File: src/rtl/adjust_button_ctrl.sv
// Pushbutton conditioner for the pixel-adjust controls.
// Each KEY is synchronised, debounced and edge-detected. A small FSM then
// turns presses into single-cycle inc/dec requests, with optional
// hold-to-repeat. If both keys are held at once, output is locked out.
//
// state   | meaning
// --------+------------------------------------------------------------
// S_IDLE  | no key owns the output, waiting for a single clean press
// S_FIRST | press pulse issued, counting down to the first repeat
// S_REPEAT| auto-repeat running at the repeat period
// S_LOCK  | both keys seen held, silent until both are released
module adjust_button_ctrl #(
   parameter int SYNC_STAGES     = 2,
   parameter int DEBOUNCE_CYCLES = 500000,
   parameter bit REPEAT_EN       = 1'b1,
   parameter int REPEAT_DELAY    = 12500000,
   parameter int REPEAT_PERIOD   = 2500000
) (
   input  logic clk,
   input  logic rst,
   input  logic key_up_n,
   input  logic key_dn_n,
   output logic inc,
   output logic dec,
   output logic held_up,
   output logic held_dn
);

   localparam int DB_W    = $clog2(DEBOUNCE_CYCLES + 1);
   localparam int RPT_MAX = (REPEAT_DELAY > REPEAT_PERIOD) ? REPEAT_DELAY : REPEAT_PERIOD;
   localparam int RPT_W   = $clog2(RPT_MAX + 1);

   localparam logic [DB_W-1:0]  DB_LAST   = DB_W'(DEBOUNCE_CYCLES - 1);
   localparam logic [DB_W-1:0]  DB_ONE    = DB_W'(1);
   localparam logic [RPT_W-1:0] RPT_DLY_V = RPT_W'(REPEAT_DELAY);
   localparam logic [RPT_W-1:0] RPT_PER_V = RPT_W'(REPEAT_PERIOD);
   localparam logic [RPT_W-1:0] RPT_ONE   = RPT_W'(1);

   typedef enum logic [1:0] {
      S_IDLE   = 2'd0,
      S_FIRST  = 2'd1,
      S_REPEAT = 2'd2,
      S_LOCK   = 2'd3
   } state_t;

   // Bit 0 is the up key and bit 1 is the down key, throughout.
   logic [1:0] key_raw;
   logic [1:0] stable;
   logic [1:0] lvl_q;
   logic [1:0] held_q;
   logic [1:0] rise;

   assign key_raw = {key_dn_n, key_up_n};

   for (genvar k = 0; k < 2; k++) begin : g_key
      // The synchroniser keeps the raw active-low value, so loading ones on
      // reset means "released".
      logic [SYNC_STAGES-1:0] sync_q;
      logic                   synced;
      logic [DB_W-1:0]        db_cnt_q, db_cnt_d;
      logic                   stable_q, stable_d;

      assign synced = ~sync_q[SYNC_STAGES-1];

      // Synchroniser shift chain for the raw key pin.
      always_ff @(posedge clk) begin
         if (rst) begin
            sync_q <= '1;
         end else begin
            sync_q <= {sync_q[SYNC_STAGES-2:0], key_raw[k]};
         end
      end

      // The debounce counter tracks how long the synced level has disagreed
      // with the accepted level. The accepted level flips once the counter
      // reaches the last count.
      always_comb begin
         db_cnt_d = '0;
         stable_d = stable_q;
         if (synced != stable_q) begin
            if (db_cnt_q >= DB_LAST) begin
               stable_d = synced;
            end else begin
               db_cnt_d = db_cnt_q + DB_ONE;
            end
         end
      end

      // Debounce state registers.
      always_ff @(posedge clk) begin
         if (rst) begin
            db_cnt_q <= '0;
            stable_q <= 1'b0;
         end else begin
            db_cnt_q <= db_cnt_d;
            stable_q <= stable_d;
         end
      end

      assign stable[k] = stable_q;
   end

   // lvl_q is the level the FSM decides on. held_q is that level one cycle
   // later: it is the edge-detect reference and drives held_*, so held_*
   // rises in the same cycle as the press pulse.
   always_ff @(posedge clk) begin
      if (rst) begin
         lvl_q  <= 2'b00;
         held_q <= 2'b00;
      end else begin
         lvl_q  <= stable;
         held_q <= lvl_q;
      end
   end

   assign rise = lvl_q & ~held_q;

   state_t           state_q, state_d;
   logic             act_dn_q, act_dn_d;
   logic [RPT_W-1:0] rpt_cnt_q, rpt_cnt_d;
   logic             inc_q, inc_d;
   logic             dec_q, dec_d;
   logic             act_lvl;

   assign act_lvl = act_dn_q ? lvl_q[1] : lvl_q[0];

   // Next-state and pulse decode. A both-keys condition overrides every
   // state, so a repeat can never slip out in the cycle that lockout begins.
   always_comb begin
      state_d   = state_q;
      act_dn_d  = act_dn_q;
      rpt_cnt_d = rpt_cnt_q;
      inc_d     = 1'b0;
      dec_d     = 1'b0;
      if (&lvl_q) begin
         state_d   = S_LOCK;
         rpt_cnt_d = '0;
      end else begin
         case (state_q)
            S_IDLE: begin
               if (rise[0]) begin
                  inc_d     = 1'b1;
                  act_dn_d  = 1'b0;
                  rpt_cnt_d = RPT_DLY_V;
                  state_d   = S_FIRST;
               end else if (rise[1]) begin
                  dec_d     = 1'b1;
                  act_dn_d  = 1'b1;
                  rpt_cnt_d = RPT_DLY_V;
                  state_d   = S_FIRST;
               end
            end
            S_FIRST, S_REPEAT: begin
               if (!act_lvl) begin
                  state_d   = S_IDLE;
                  rpt_cnt_d = '0;
               end else if (rpt_cnt_q > RPT_ONE) begin
                  rpt_cnt_d = rpt_cnt_q - RPT_ONE;
               end else if (REPEAT_EN) begin
                  inc_d     = ~act_dn_q;
                  dec_d     = act_dn_q;
                  rpt_cnt_d = RPT_PER_V;
                  state_d   = S_REPEAT;
               end else begin
                  rpt_cnt_d = '0;
               end
            end
            S_LOCK: begin
               if (lvl_q == 2'b00) begin
                  state_d = S_IDLE;
               end
            end
            default: state_d = S_IDLE;
         endcase
      end
   end

   // FSM state, repeat timer and registered pulse outputs.
   always_ff @(posedge clk) begin
      if (rst) begin
         state_q   <= S_IDLE;
         act_dn_q  <= 1'b0;
         rpt_cnt_q <= '0;
         inc_q     <= 1'b0;
         dec_q     <= 1'b0;
      end else begin
         state_q   <= state_d;
         act_dn_q  <= act_dn_d;
         rpt_cnt_q <= rpt_cnt_d;
         inc_q     <= inc_d;
         dec_q     <= dec_d;
      end
   end

   assign inc     = inc_q;
   assign dec     = dec_q;
   assign held_up = held_q[0];
   assign held_dn = held_q[1];

endmodule
File: config.mk
export PLATFORM = sky130hd
export DESIGN_NAME = adjust_button_ctrl
export DESIGN_NICKNAME = d
export VERILOG_FILES = /design/src/rtl/adjust_button_ctrl.sv
export SDC_FILE = /design/constraint.sdc
export NUM_CORES = 1
export LEC_CHECK = 0
export BUFFER_PORTS_ARGS = -buffer_cell sky130_fd_sc_hd__buf_2
export CAP_MARGIN = 0
export CELL_PAD_IN_SITES_DETAIL_PLACEMENT = 1
export CELL_PAD_IN_SITES_GLOBAL_PLACEMENT = 1
export CORE_UTILIZATION = 48
export DETAILED_ROUTE_END_ITERATION = 10
export GPL_ROUTABILITY_DRIVEN = 0
export HOLD_SLACK_MARGIN = 0.02
export PLACE_DENSITY_LB_ADDON = 0.1
export SLEW_MARGIN = 20
export SYNTH_ARGS = -nofsm -noshare
export SYNTH_HDL_FRONTEND = slang
export SYNTH_SLANG_ARGS = --single-unit
export TNS_END_PERCENT = 50
File: constraint.sdc
create_clock -name clk -period 2.5 [get_ports clk]
set_clock_uncertainty 0.1 [all_clocks]
set_input_delay 0.25 -clock clk [delete_from_list [all_inputs] [get_ports clk]]
set_output_delay 0.25 -clock clk [all_outputs]
set_load 0.01 [all_outputs]
==> flow_summary.html, run 1 <==
<table>
<tr><th>Metric</th><th>Value</th></tr>
<tr><th colspan="2">Detailed routing</th></tr>
<tr><td>Starting DRT DRC Count</td><td>106</td></tr>
<tr><td>Number of routed nets with antenna violations</td><td>0</td></tr>
<tr><td>Via Count</td><td>3347</td></tr>
<tr><td>Routed wire per std cell</td><td>approximately 17 um</td></tr>
<tr><td>First drt pass iteration count</td><td>4</td></tr>
<tr><td>Via density per instance</td><td>5.86</td></tr>
<tr><td>Final Routed Wirelength</td><td>between 9000 and 10000 um</td></tr>
<tr><td>Residual DRC</td><td>0</td></tr>
<tr><th colspan="2">Synth</th></tr>
<tr><td>Share of the yosys chip area belonging to registers</td><td>a little over 40%</td></tr>
<tr><td>Leading post-synthesis cells by cell area</td><td>dfxtp_1 41%, nor2_1 7.5%, xnor2_1 5.8%</td></tr>
<tr><td>Main flop type after synthesis</td><td>dfxtp_1</td></tr>
<tr><td>Top cell type's share of synthesized area</td><td>between 40 and 50%</td></tr>
<tr><td>Proportion of register bits with asynchronous set or reset after synthesis</td><td>0%</td></tr>
<tr><td>Library cell occupying the most area in the post-synthesis netlist</td><td>dfxtp_1</td></tr>
<tr><td>Post-synth EDFFs</td><td>0</td></tr>
<tr><td>Synthesized area divided by synthesized cell count</td><td>8.44 um2</td></tr>
<tr><td>Syn nets</td><td>458</td></tr>
<tr><td>Yosys reg bits</td><td>a little under 80</td></tr>
<tr><td>Count of mapped cells out of synthesis</td><td>446</td></tr>
<tr><td>Yosys warning count</td><td>0</td></tr>
<tr><td>Post-synth cell types</td><td>59</td></tr>
<tr><td>Synthesized area</td><td>approximately 3800 um2</td></tr>
<tr><th colspan="2">Placement</th></tr>
<tr><td>Cell count after placement</td><td>approximately 550</td></tr>
<tr><td>Placement-stage cell area</td><td>3970 um2</td></tr>
<tr><td>Placement Setup Slack</td><td>199 ps</td></tr>
<tr><td>Number of buffers inserted by port buffering</td><td>7</td></tr>
<tr><td>DPL Wire Length</td><td>approximately 6800 um</td></tr>
<tr><th colspan="2">Global route</th></tr>
<tr><td>All-Layer GR Usage</td><td>25.0%</td></tr>
<tr><td>Pin count of the biggest net entering global routing</td><td>20</td></tr>
<tr><td>Total global routing overflow</td><td>0</td></tr>
<tr><td>Global-route wire length before repair</td><td>approximately 16000 um</td></tr>
<tr><td>Via count of the first global-routing pass</td><td>3429</td></tr>
<tr><td>Initial antenna violation count</td><td>0</td></tr>
<tr><th colspan="2">Floorplan</th></tr>
<tr><td>Die area</td><td>8200 um2</td></tr>
<tr><td>Initial core utilization</td><td>50.8%</td></tr>
<tr><td>Area of the core</td><td>7410 um2</td></tr>
<tr><td>Count of standard-cell rows</td><td>31</td></tr>
<tr><td>Chip Width</td><td>90.6 um</td></tr>
<tr><td>Ports placed on the boundary</td><td>8</td></tr>
<tr><td>Die height</td><td>about 91 um</td></tr>
<tr><th colspan="2">Run</th></tr>
<tr><td>Number of max-capacitance violations reported</td><td>0</td></tr>
<tr><th colspan="2">Finish</th></tr>
<tr><td>Number of fillers in the final layout</td><td>approximately 900</td></tr>
<tr><td>Synth-to-Final Area Change</td><td>11.6%</td></tr>
<tr><td>Share of final-layout standard cells stronger than drive strength 1</td><td>around 11%</td></tr>
<tr><td>Final #Nets</td><td>479</td></tr>
<tr><td>Layout Cells excl Fill</td><td>571</td></tr>
<tr><td>Cell area after layout</td><td>4200 um2</td></tr>
<tr><td>Ant diodes</td><td>0</td></tr>
<tr><td>Share of the core filled with cells</td><td>56.7%</td></tr>
<tr><th colspan="2">Clocking</th></tr>
<tr><td>Post-CTS Resized</td><td>0</td></tr>
<tr><td>Maximum buffer depth of the clock tree</td><td>2</td></tr>
<tr><td>Sinks on Clock Net</td><td>77</td></tr>
<tr><td>CTS tree</td><td>done</td></tr>
<tr><td>Later-pin clock latency in the skew report</td><td>360 ps</td></tr>
<tr><td>CTS Root Buffer Type</td><td>clkbuf_8</td></tr>
<tr><td>Inserted Clock Buffers</td><td>9</td></tr>
<tr><td>Register clock-pin slew on the reported worst setup and hold paths</td><td>80 ps</td></tr>
<tr><td>H-tree depth</td><td>3</td></tr>
<tr><th colspan="2">STA</th></tr>
<tr><td>Post-route setup TNS</td><td>0 ps</td></tr>
<tr><td>Final setup viols</td><td>0</td></tr>
<tr><td>Hold_ws</td><td>161 ps</td></tr>
<tr><td>Worst Setup Slack, final</td><td>194 ps</td></tr>
<tr><td>Maximum clock rate</td><td>434 MHz</td></tr>
<tr><td>Share of the clock period used by the worst path after layout</td><td>between 90 and 100%</td></tr>
<tr><td>Relative slew slack</td><td>around three fifths</td></tr>
<tr><td>Setup repair after global routing missed its margin</td><td>no</td></tr>
<tr><td>Hold violation total from the final report</td><td>0</td></tr>
<tr><td>Shortest period the worst path allows</td><td>2310 ps</td></tr>
<tr><td>Worst Tran Pin Value</td><td>626 ps</td></tr>
<tr><td>Final Max Slew Viols</td><td>0</td></tr>
<tr><th colspan="2">Worst setup path</th></tr>
<tr><td>Reg-to-reg startpoint</td><td>g_key[1].db_cnt_q[0]$_SDFF_PP0_</td></tr>
<tr><td>Slack of the worst reg-to-reg path</td><td>190 ps</td></tr>
<tr><td>Cell breakdown of the critical path</td><td>ha_1, nand4_1, or4b_1, a211o_1, o211ai_2, buf_4, nor2_1</td></tr>
<tr><td>Critical path class</td><td>register to register</td></tr>
<tr><td>CP arrival</td><td>~2500 ps</td></tr>
<tr><td>Capture instance of the worst register-to-register path</td><td>g_key[1].db_cnt_q[12]$_SDFF_PP0_</td></tr>
<tr><td>Cell depth of the worst flop-to-flop path</td><td>7</td></tr>
<tr><td>Crit path launch</td><td>g_key[1].db_cnt_q[0]$_SDFF_PP0_</td></tr>
<tr><td>Slowest Stage Delay on Critical Path</td><td>510 ps</td></tr>
<tr><td>Critical Path Fanout Max</td><td>12</td></tr>
<tr><td>Worst path required time</td><td>2650 ps</td></tr>
<tr><td>Worst path slowest cell</td><td>or4b_1</td></tr>
<tr><td>Critical Path Sink Type</td><td>register</td></tr>
<tr><td>Worst setup path endpoint</td><td>g_key[1].db_cnt_q[12]$_SDFF_PP0_</td></tr>
<tr><td>Launching element type of the critical path</td><td>register</td></tr>
<tr><th colspan="2">Power and ir drop</th></tr>
<tr><td>Leakage power</td><td>approximately 1.4 nW</td></tr>
<tr><td>Power per cell area</td><td>692 nW/um2</td></tr>
<tr><td>Overall power after layout</td><td>2.91 mW</td></tr>
<tr><td>VDD IR max</td><td>0.389 mV</td></tr>
<tr><th colspan="2">Run status</th></tr>
<tr><td>Run status</td><td>finished, final reports clean</td></tr>
<tr><th colspan="2">Min path</th></tr>
<tr><td>Worst min-delay path category</td><td>input pin to register</td></tr>
</table>
[synthesized netlist by cell type (3+ instances only)]
cell type	number
a311oi_1	3
nor4b_1	3
nor4_1	13
and3_1	6
buf_2	3
xor2_1	18
and4_1	3
nand2_1	26
nor2_1	75
nand3_1	21
o21ai_1	4
inv_1	16
and2_1	3
o21ai_0	13
a211oi_1	3
or4_1	4
or3_1	10
clkbuf_1	8
nor2b_1	8
a311o_1	4
nor3_1	13
xnor2_1	25
or2_2	6
dfxtp_1	77
nand4_1	15
a21oi_1	15
o31ai_1	3
ha_1	8
[final cells by class]
cell class	instances	area (um2)	area share [%]
multi-input cells	340	2110	50.1
clock inverters	6	71.3	1.70
well taps	99	124	2.95
flip-flops and latches	77	1540	36.7
clock buffers	10	138	3.28
repair buffers	23	160	3.81
inverters	16	60.1	1.43
[layer usage]
| layer | vias to the layer above | share of wire, % | wire length (um) | track usage [%] |
|---|---|---|---|---|
| li1 | 1646 | - | - | - |
| met1 | 1611 | 44 | 4280 | 29.3 |
| met2 | 67 | 50 | 4840 | 43.9 |
| met3 | 23 | 3.5 | 335 | 5.72 |
| met4 | 0 | 2.3 | 224 | 10.1 |
| met5 | - | 0 | 0 | 0 |
[state kept, by name (all words and copies together) (netlist names)]
signal	flops
g_key.stable_q	2
lvl_q	2
state_q	2
act_dn_q	1
g_key.sync_q	4
dec	1
inc	1
g_key.db_cnt_q	38
held_q	2
rpt_cnt_q	24
[layout by cell type, fill, tap and decap left out, types with 13 or more instances in the layout]
cell type / netlist / routed
nor4_1: 13 / 13
dfxtp_1: 77 / 77
inv_1: 16 / 16
nand3_1: 21 / 21
xor2_1: 18 / 18
nor2_1: 75 / 75
buf_4: 1 / 14
nand4_1: 15 / 15
xnor2_1: 25 / 25
a21oi_1: 15 / 15
nor3_1: 13 / 13
nand2_1: 26 / 26
o21ai_0: 13 / 13
[where the power goes]
group / leakage [nW] / total (mW) / internal (mW) / switching, mW
sequential: 0.623 / 1.31 / 1.26 / 0.0462
combinational: 0.717 / 0.614 / 0.228 / 0.386
clock: 0.0991 / 0.985 / 0.495 / 0.490
total: 1.44 / 2.91 / 1.98 / 0.922
[worst max-delay path, delay by kind of cell, from the launching register on]
kind                       cells  cell delay [ps]
buffers and inverters          1              250
DFF                            1              380
AOI/OAI and AO/OA              2              560
adders and majority gates      1              220
and+or+nand+nor                3              680
[worst min path at each step]
stage | startpoint | end | slack (ps) | cells past startpoint
after detailed placement | g_key[0].sync_q[0]$_SDFF_PP1_ | g_key[0].sync_q[1]$_SDFF_PP1_ | 300 | 1
after global routing | rst | held_q[1]$_SDFF_PP0_ | 190 | 2
after CTS | rst | held_q[1]$_SDFF_PP0_ | 150 | 2
after floorplan | rst | lvl_q[1]$_SDFF_PP0_ | 230 | 1
after global placement | g_key[0].sync_q[0]$_SDFF_PP1_ | g_key[0].sync_q[1]$_SDFF_PP1_ | 290 | 1
final | rst | held_q[1]$_SDFF_PP0_ | 160 | 2
[cells by family after synthesis]
family	count (synthesis)	share of synthesized area, %
AOI/OAI and AO/OA	72	13.7
xor gates and xnor gates	43	10.0
adders and majority gates	8	2.66
buffers and inverters	29	3.09
DFF	77	40.9
muxes	3	0.897
and+or+nand+nor	214	28.7
[timing repair]
| item | 4_1_cts | 5_1_grt |
|---|---|---|
| buffers inserted | 0 | 0 |
| hold buffers | 2 | 0 |
| endpoints found under the hold margin | 2 | 0 |
(Power assumes the default switching activity.)
==> run 2, diff against run 1 <==
--- a/config.mk
+++ b/config.mk
@@ -9,11 +9,12 @@
 export CAP_MARGIN = 0
 export CELL_PAD_IN_SITES_DETAIL_PLACEMENT = 1
 export CELL_PAD_IN_SITES_GLOBAL_PLACEMENT = 1
-export CORE_UTILIZATION = 48
+export CORE_UTILIZATION = 35
 export DETAILED_ROUTE_END_ITERATION = 10
 export GPL_ROUTABILITY_DRIVEN = 0
 export HOLD_SLACK_MARGIN = 0.02
 export PLACE_DENSITY_LB_ADDON = 0.1
+export REMOVE_ABC_BUFFERS = 1
 export SLEW_MARGIN = 20
 export SYNTH_ARGS = -nofsm -noshare
 export SYNTH_HDL_FRONTEND = slang
==> flow_summary.html, run 2 (synthesized netlist as in run 1, its figures left out) <==
<table>
<tr><th>Metric</th><th>Value</th></tr>
<tr><th colspan="2">Floorplan</th></tr>
<tr><td>Ports placed on the boundary</td><td>8</td></tr>
<tr><td>Chip Width</td><td>106 um</td></tr>
<tr><td>Area of the core</td><td>10400 um2</td></tr>
<tr><td>Die area</td><td>11200 um2</td></tr>
<tr><td>Die height</td><td>106 um</td></tr>
<tr><td>Count of standard-cell rows</td><td>37</td></tr>
<tr><td>Initial core utilization</td><td>36.3%</td></tr>
<tr><th colspan="2">STA</th></tr>
<tr><td>Setup repair after global routing missed its margin</td><td>no</td></tr>
<tr><td>Shortest period the worst path allows</td><td>roughly 2300 ps</td></tr>
<tr><td>Share of the clock period used by the worst path after layout</td><td>90.9%</td></tr>
<tr><td>Hold violation total from the final report</td><td>0</td></tr>
<tr><td>Maximum clock rate</td><td>between 400 and 500 MHz</td></tr>
<tr><td>Worst Tran Pin Value</td><td>around 660 ps</td></tr>
<tr><td>Hold_ws</td><td>between 100 and 150 ps</td></tr>
<tr><td>Relative slew slack</td><td>56.0%</td></tr>
<tr><td>Final Max Slew Viols</td><td>0</td></tr>
<tr><td>Final setup viols</td><td>0</td></tr>
<tr><th colspan="2">Finish</th></tr>
<tr><td>Register ranked first by flip-flop count</td><td>g_key.db_cnt_q</td></tr>
<tr><td>Ant diodes</td><td>0</td></tr>
<tr><td>Cell area after layout</td><td>around 4300 um2</td></tr>
<tr><td>Layout Cells excl Fill</td><td>roughly 610</td></tr>
<tr><td>Number of flip-flops under the largest register name</td><td>38</td></tr>
<tr><td>Largest regs</td><td>g_key.db_cnt_q (38), rpt_cnt_q (24), g_key.sync_q (4)</td></tr>
<tr><td>Synth-to-Final Area Change</td><td>13.1%</td></tr>
<tr><td>Commonest non-fill, non-tap cell in the layout</td><td>dfxtp_1</td></tr>
<tr><td>Commonest cells after routing, fill and taps aside</td><td>77 x dfxtp_1, 75 x nor2_1, 26 x nand2_1, 25 x xnor2_1, 21 x nand3_1</td></tr>
<tr><td>Final #Nets</td><td>480</td></tr>
<tr><td>Share of final-layout standard cells stronger than drive strength 1</td><td>11.2%</td></tr>
<tr><th colspan="2">Worst setup path</th></tr>
<tr><td>Critical Path Sink Type</td><td>register</td></tr>
<tr><td>Cell depth of the worst flop-to-flop path</td><td>5</td></tr>
<tr><td>Critical path class</td><td>register to register</td></tr>
<tr><td>CP arrival</td><td>2470 ps</td></tr>
<tr><td>Critical Path Fanout Max</td><td>6</td></tr>
<tr><td>Worst path required time</td><td>around 2700 ps</td></tr>
<tr><td>Launching element type of the critical path</td><td>register</td></tr>
<tr><th colspan="2">Clocking</th></tr>
<tr><td>Sinks on Clock Net</td><td>77</td></tr>
<tr><td>Inserted Clock Buffers</td><td>9</td></tr>
<tr><td>Maximum buffer depth of the clock tree</td><td>2</td></tr>
<tr><td>Postcts setup bufs</td><td>0</td></tr>
<tr><td>CTS Root Buffer Type</td><td>clkbuf_8</td></tr>
<tr><td>CTS tree</td><td>done</td></tr>
<tr><td>Later-pin clock latency in the skew report</td><td>370 ps</td></tr>
<tr><td>H-tree depth</td><td>3</td></tr>
<tr><td>Register clock-pin slew on the reported worst setup and hold paths</td><td>80 ps</td></tr>
<tr><th colspan="2">Global route</th></tr>
<tr><td>Total global routing overflow</td><td>0</td></tr>
<tr><td>Global-route wire length before repair</td><td>16400 um</td></tr>
<tr><td>Pin count of the biggest net entering global routing</td><td>20</td></tr>
<tr><td>All-Layer GR Usage</td><td>18.5%</td></tr>
<tr><td>Initial antenna violation count</td><td>0</td></tr>
<tr><td>Via count of the first global-routing pass</td><td>~3300</td></tr>
<tr><th colspan="2">Run status</th></tr>
<tr><td>Run status</td><td>finished, final reports clean</td></tr>
<tr><th colspan="2">Detailed routing</th></tr>
<tr><td>First drt pass iteration count</td><td>4</td></tr>
<tr><td>Via Count</td><td>3298</td></tr>
<tr><td>Final Routed Wirelength</td><td>9570 um</td></tr>
<tr><td>Starting DRT DRC Count</td><td>81</td></tr>
<tr><td>Via density per instance</td><td>5.42</td></tr>
<tr><td>Number of routed nets with antenna violations</td><td>0</td></tr>
<tr><td>Residual DRC</td><td>0</td></tr>
<tr><td>Routed wire per std cell</td><td>15.7 um</td></tr>
<tr><th colspan="2">Run</th></tr>
<tr><td>Number of max-capacitance violations reported</td><td>0</td></tr>
<tr><th colspan="2">Min path</th></tr>
<tr><td>Cell depth of the worst min-delay path</td><td>2</td></tr>
<tr><td>Worst min-delay path category</td><td>input pin to register</td></tr>
<tr><th colspan="2">Placement</th></tr>
<tr><td>DPL Wire Length</td><td>6820 um</td></tr>
<tr><td>Placement-stage cell area</td><td>4040 um2</td></tr>
<tr><td>Number of buffers inserted by port buffering</td><td>7</td></tr>
<tr><td>Cell count after placement</td><td>a little under 600</td></tr>
<tr><th colspan="2">Power and ir drop</th></tr>
<tr><td>Leakage power</td><td>1.45 nW</td></tr>
<tr><td>Power per cell area</td><td>~680 nW/um2</td></tr>
<tr><td>Overall power after layout</td><td>2.89 mW</td></tr>
<tr><td>VDD IR max</td><td>~0.30 mV</td></tr>
</table>
==> run 2: changes by cell type in the layout (fill, tap and decap cells not counted), sizes merged <==
cell,delta
buf,+1
clkinvlp,-1
==> run 2: final cells by class <==
cell class                      instances  area [um2]
Clock buffer                           10         138
Clock inverter                          5        60.1
Multi-Input combinational cell        340        2110
Tap cell                              136         170
Fill cell                            1258        6110
Timing Repair Buffer                   24         180
Sequential cell                        77        1540
Inverter                               16        60.1
==> run 2: power by group <==
group	internal (mW)	switching [mW]	total, mW
Combinational	0.234	0.379	0.613
Clock	0.486	0.488	0.974
Sequential	1.26	0.0437	1.31
==> run 2: stage by stage <==
stage | util [%] | worst slack, ps | setup TNS [ps]
after global routing | 41.0 | 60.0 | 0
after CTS | 41.0 | 245 | 0
final | 41.0 | 228 | 0
after floorplan | - | -31.5 | -68.2
after global placement | 38.9 | 275 | 0
after detailed placement | 38.9 | 254 | 0
==> run 2: what timing repair did <==
action / 4_1_cts / 5_1_grt
hold buffers: 2 / 0
gates resized for setup: 0 / 0
endpoints found under the hold margin: 2 / 0
==> run 2: critical path: stages, from the launching register on <==
cell and delay, ps:
dfxtp_1 380, or4_4 590, or2_4 300, or3_1 340, a311o_1 370, a21oi_1 130
==> run 2: path summary, 6_finish.rpt <==
path | endpoint | start | slack, ps
max | rpt_cnt_q[13]$_SDFFE_PP0P_ | rpt_cnt_q[4]$_SDFFE_PP0P_ | 230
min | held_q[1]$_SDFF_PP0_ | rst | 140
max reg2reg | rpt_cnt_q[13]$_SDFFE_PP0P_ | rpt_cnt_q[4]$_SDFFE_PP0P_ | 230
min reg2reg | g_key[1].sync_q[1]$_SDFF_PP1_ | g_key[1].sync_q[0]$_SDFF_PP1_ | 310
==> run 2: routing by layer <==
metal  part of all wire [%]  up-vias  GRT usage [%]
met2                     49       25           31.5
met3                    2.6       11           5.44
met4                    1.2        0           5.95
met5                      0        -              0
li1                       -     1641              -
met1                     48     1621           22.4
==> run 3, diff against run 2 <==
--- a/config.mk
+++ b/config.mk
@@ -14,6 +14,7 @@
 export GPL_ROUTABILITY_DRIVEN = 0
 export HOLD_SLACK_MARGIN = 0.02
 export PLACE_DENSITY_LB_ADDON = 0.1
+export RECOVER_POWER = 50
 export REMOVE_ABC_BUFFERS = 1
 export SLEW_MARGIN = 20
 export SYNTH_ARGS = -nofsm -noshare
==> constraint.sdc (replaced) <==
create_clock -name clk -period 2.4 [get_ports clk]
set_clock_uncertainty 0.1 [all_clocks]
set_input_delay 0.24 -clock clk [delete_from_list [all_inputs] [get_ports clk]]
set_output_delay 0.24 -clock clk [all_outputs]
set_load 0.01 [all_outputs]
==> flow_summary.html, run 3 (synthesized netlist as in run 1, its figures left out) <==
<table>
<tr><th>Metric</th><th>Value</th></tr>
<tr><th colspan="2">Detailed routing</th></tr>
<tr><td>Starting DRT DRC Count</td><td>130</td></tr>
<tr><td>Via density per instance</td><td>5.36</td></tr>
<tr><td>First drt pass iteration count</td><td>4</td></tr>
<tr><td>Via Count</td><td>3278</td></tr>
<tr><td>Routed wire per std cell</td><td>15.4 um</td></tr>
<tr><td>Final Routed Wirelength</td><td>9420 um</td></tr>
<tr><td>Residual DRC</td><td>0</td></tr>
<tr><td>Number of routed nets with antenna violations</td><td>0</td></tr>
<tr><th colspan="2">Global route</th></tr>
<tr><td>Global-route wire length before repair</td><td>16300 um</td></tr>
<tr><td>Via count of the first global-routing pass</td><td>between 3000 and 4000</td></tr>
<tr><td>Total global routing overflow</td><td>0</td></tr>
<tr><td>All-Layer GR Usage</td><td>18.1%</td></tr>
<tr><td>Initial antenna violation count</td><td>0</td></tr>
<tr><td>Pin count of the biggest net entering global routing</td><td>20</td></tr>
<tr><th colspan="2">Finish</th></tr>
<tr><td>Final #Nets</td><td>482</td></tr>
<tr><td>Number of flip-flops under the largest register name</td><td>38</td></tr>
<tr><td>Synth-to-Final Area Change</td><td>14.7%</td></tr>
<tr><td>Commonest non-fill, non-tap cell in the layout</td><td>dfxtp_1</td></tr>
<tr><td>Largest regs</td><td>g_key.db_cnt_q (38), rpt_cnt_q (24), g_key.sync_q (4)</td></tr>
<tr><td>Commonest cells after routing, fill and taps aside</td><td>77 x dfxtp_1, 75 x nor2_1, 26 x nand2_1, 25 x xnor2_1, 21 x nand3_1</td></tr>
<tr><td>Share of the core filled with cells</td><td>41.6%</td></tr>
<tr><td>Cell area after layout</td><td>roughly 4300 um2</td></tr>
<tr><td>Multi-input logic area</td><td>2110 um2</td></tr>
<tr><td>Ant diodes</td><td>0</td></tr>
<tr><td>Share of final-layout standard cells stronger than drive strength 1</td><td>10.9%</td></tr>
<tr><td>Number of fillers in the final layout</td><td>1261</td></tr>
<tr><td>Sequential Area</td><td>1540 um2</td></tr>
<tr><td>Register ranked first by flip-flop count</td><td>g_key.db_cnt_q</td></tr>
<tr><th colspan="2">Power and ir drop</th></tr>
<tr><td>Power per cell area</td><td>743 nW/um2</td></tr>
<tr><td>VDD IR max</td><td>around 0.29 mV</td></tr>
<tr><td>Leakage power</td><td>1.47 nW</td></tr>
<tr><th colspan="2">STA</th></tr>
<tr><td>Post-route setup TNS</td><td>0 ps</td></tr>
<tr><td>Relative slew slack</td><td>62.2%</td></tr>
<tr><td>Setup repair after global routing missed its margin</td><td>yes</td></tr>
<tr><td>Final setup viols</td><td>0</td></tr>
<tr><td>Final Max Slew Viols</td><td>0</td></tr>
<tr><td>Share of the clock period used by the worst path after layout</td><td>93.6%</td></tr>
<tr><td>Maximum clock rate</td><td>445 MHz</td></tr>
<tr><td>Worst Tran Pin Value</td><td>561 ps</td></tr>
<tr><td>Hold violation total from the final report</td><td>0</td></tr>
<tr><td>Shortest period the worst path allows</td><td>roughly 2200 ps</td></tr>
<tr><td>Worst Setup Slack, final</td><td>between 150 and 200 ps</td></tr>
<tr><th colspan="2">Worst setup path</th></tr>
<tr><td>Critical Path Sink Type</td><td>register</td></tr>
<tr><td>Critical Path Fanout Max</td><td>4</td></tr>
<tr><td>Crit path launch</td><td>g_key[1].db_cnt_q[0]$_SDFF_PP0_</td></tr>
<tr><td>Worst setup path endpoint</td><td>g_key[1].stable_q$_SDFFE_PP0P_</td></tr>
<tr><td>Slack of the worst reg-to-reg path</td><td>around 150 ps</td></tr>
<tr><td>Worst path required time</td><td>2530 ps</td></tr>
<tr><td>Critical path class</td><td>register to register</td></tr>
<tr><td>Capture instance of the worst register-to-register path</td><td>g_key[1].stable_q$_SDFFE_PP0P_</td></tr>
<tr><td>Reg-to-reg startpoint</td><td>g_key[1].db_cnt_q[0]$_SDFF_PP0_</td></tr>
<tr><td>CP arrival</td><td>roughly 2400 ps</td></tr>
<tr><td>Cell depth of the worst flop-to-flop path</td><td>6</td></tr>
<tr><td>Launching element type of the critical path</td><td>register</td></tr>
<tr><th colspan="2">Floorplan</th></tr>
<tr><td>Die height</td><td>106 um</td></tr>
<tr><td>Count of standard-cell rows</td><td>37</td></tr>
<tr><td>Initial core utilization</td><td>36.3%</td></tr>
<tr><td>Area of the core</td><td>10400 um2</td></tr>
<tr><td>Chip Width</td><td>about 110 um</td></tr>
<tr><td>Ports placed on the boundary</td><td>8</td></tr>
<tr><td>Die area</td><td>11200 um2</td></tr>
<tr><th colspan="2">Clocking</th></tr>
<tr><td>CTS Root Buffer Type</td><td>clkbuf_8</td></tr>
<tr><td>Inserted Clock Buffers</td><td>9</td></tr>
<tr><td>Later-pin clock latency in the skew report</td><td>about 350 ps</td></tr>
<tr><td>Maximum buffer depth of the clock tree</td><td>2</td></tr>
<tr><td>H-tree depth</td><td>3</td></tr>
<tr><td>Sinks on Clock Net</td><td>77</td></tr>
<tr><td>Register clock-pin slew on the reported worst setup and hold paths</td><td>90 ps</td></tr>
<tr><td>CTS tree</td><td>done</td></tr>
<tr><th colspan="2">Placement</th></tr>
<tr><td>Placement-stage cell area</td><td>4070 um2</td></tr>
<tr><td>DPL Wire Length</td><td>6770 um</td></tr>
<tr><td>Placement Setup Slack</td><td>148 ps</td></tr>
<tr><td>Number of buffers inserted by port buffering</td><td>7</td></tr>
<tr><th colspan="2">Min path</th></tr>
<tr><td>Cell depth of the worst min-delay path</td><td>2</td></tr>
<tr><td>Worst min-delay path category</td><td>input pin to register</td></tr>
<tr><th colspan="2">Run status</th></tr>
<tr><td>Run status</td><td>finished, final reports clean</td></tr>
<tr><th colspan="2">Run</th></tr>
<tr><td>Number of max-capacitance violations reported</td><td>0</td></tr>
</table>
## run 3: layer usage
layer / track usage [%] / vias up / part of all wire (%)
met3: 3.09 / 14 / 1.6
met1: 22.4 / 1588 / 49
met2: 30.7 / 27 / 47
li1: - / 1649 / -
met5: 0 / - / 0
met4: 8.33 / 0 / 1.8
## run 3: worst min-delay path by stage
stage,slack [ps],to,startpoint
2_1_floorplan,210,held_q[0]$_SDFF_PP0_,rst
3_3_place_gp,290,g_key[1].sync_q[1]$_SDFF_PP1_,g_key[1].sync_q[0]$_SDFF_PP1_
3_5_place_dp,300,g_key[0].sync_q[1]$_SDFF_PP1_,g_key[0].sync_q[0]$_SDFF_PP1_
4_1_cts,140,held_q[1]$_SDFF_PP0_,rst
5_1_grt,150,held_q[1]$_SDFF_PP0_,rst
6_report,140,held_q[1]$_SDFF_PP0_,rst
## run 3: layout make-up
type	instances	area share, %
tap	136	3.94
inverter	16	1.39
multi-input combinational	340	48.8
clock buffer	9	2.87
timing repair buffer	26	4.64
clock inverter	7	2.64
sequential	77	35.7
## run 3: report_power, final
part | total, mW | internal (mW) | leakage (nW) | switching, mW
sequential | 1.36 | 1.31 | 0.623 | 0.0440
combinational | 0.650 | 0.256 | 0.722 | 0.393
clock | 1.20 | 0.688 | 0.123 | 0.513
total | 3.21 | 2.26 | 1.47 | 0.950
## run 3: through the flow
stage | total power [mW] | cells | hold slack [ps]
floorplan | 1.78 | 433 | 212
global placement | 2.02 | 593 | 292
detailed placement | 2.03 | 593 | 297
CTS | 3.25 | 611 | 138
global route | 3.37 | 611 | 154
finish | 3.21 | 611 | 144
## run 3: worst max-delay path: stages (launching register included)
cell and delay, ps:
dfxtp_1 380, ha_1 230, nand4_1 130, or4b_1 520, a211o_1 330, o21ai_0 100
mux2_1 340
## run 3: what timing repair did
action / CTS / global route
buffers inserted: 0 / 0
gates resized for setup: 0 / 0
hold buffers: 2 / 0
endpoints found under the hold margin: 2 / 0
endpoints found under the setup margin: 0 / 2
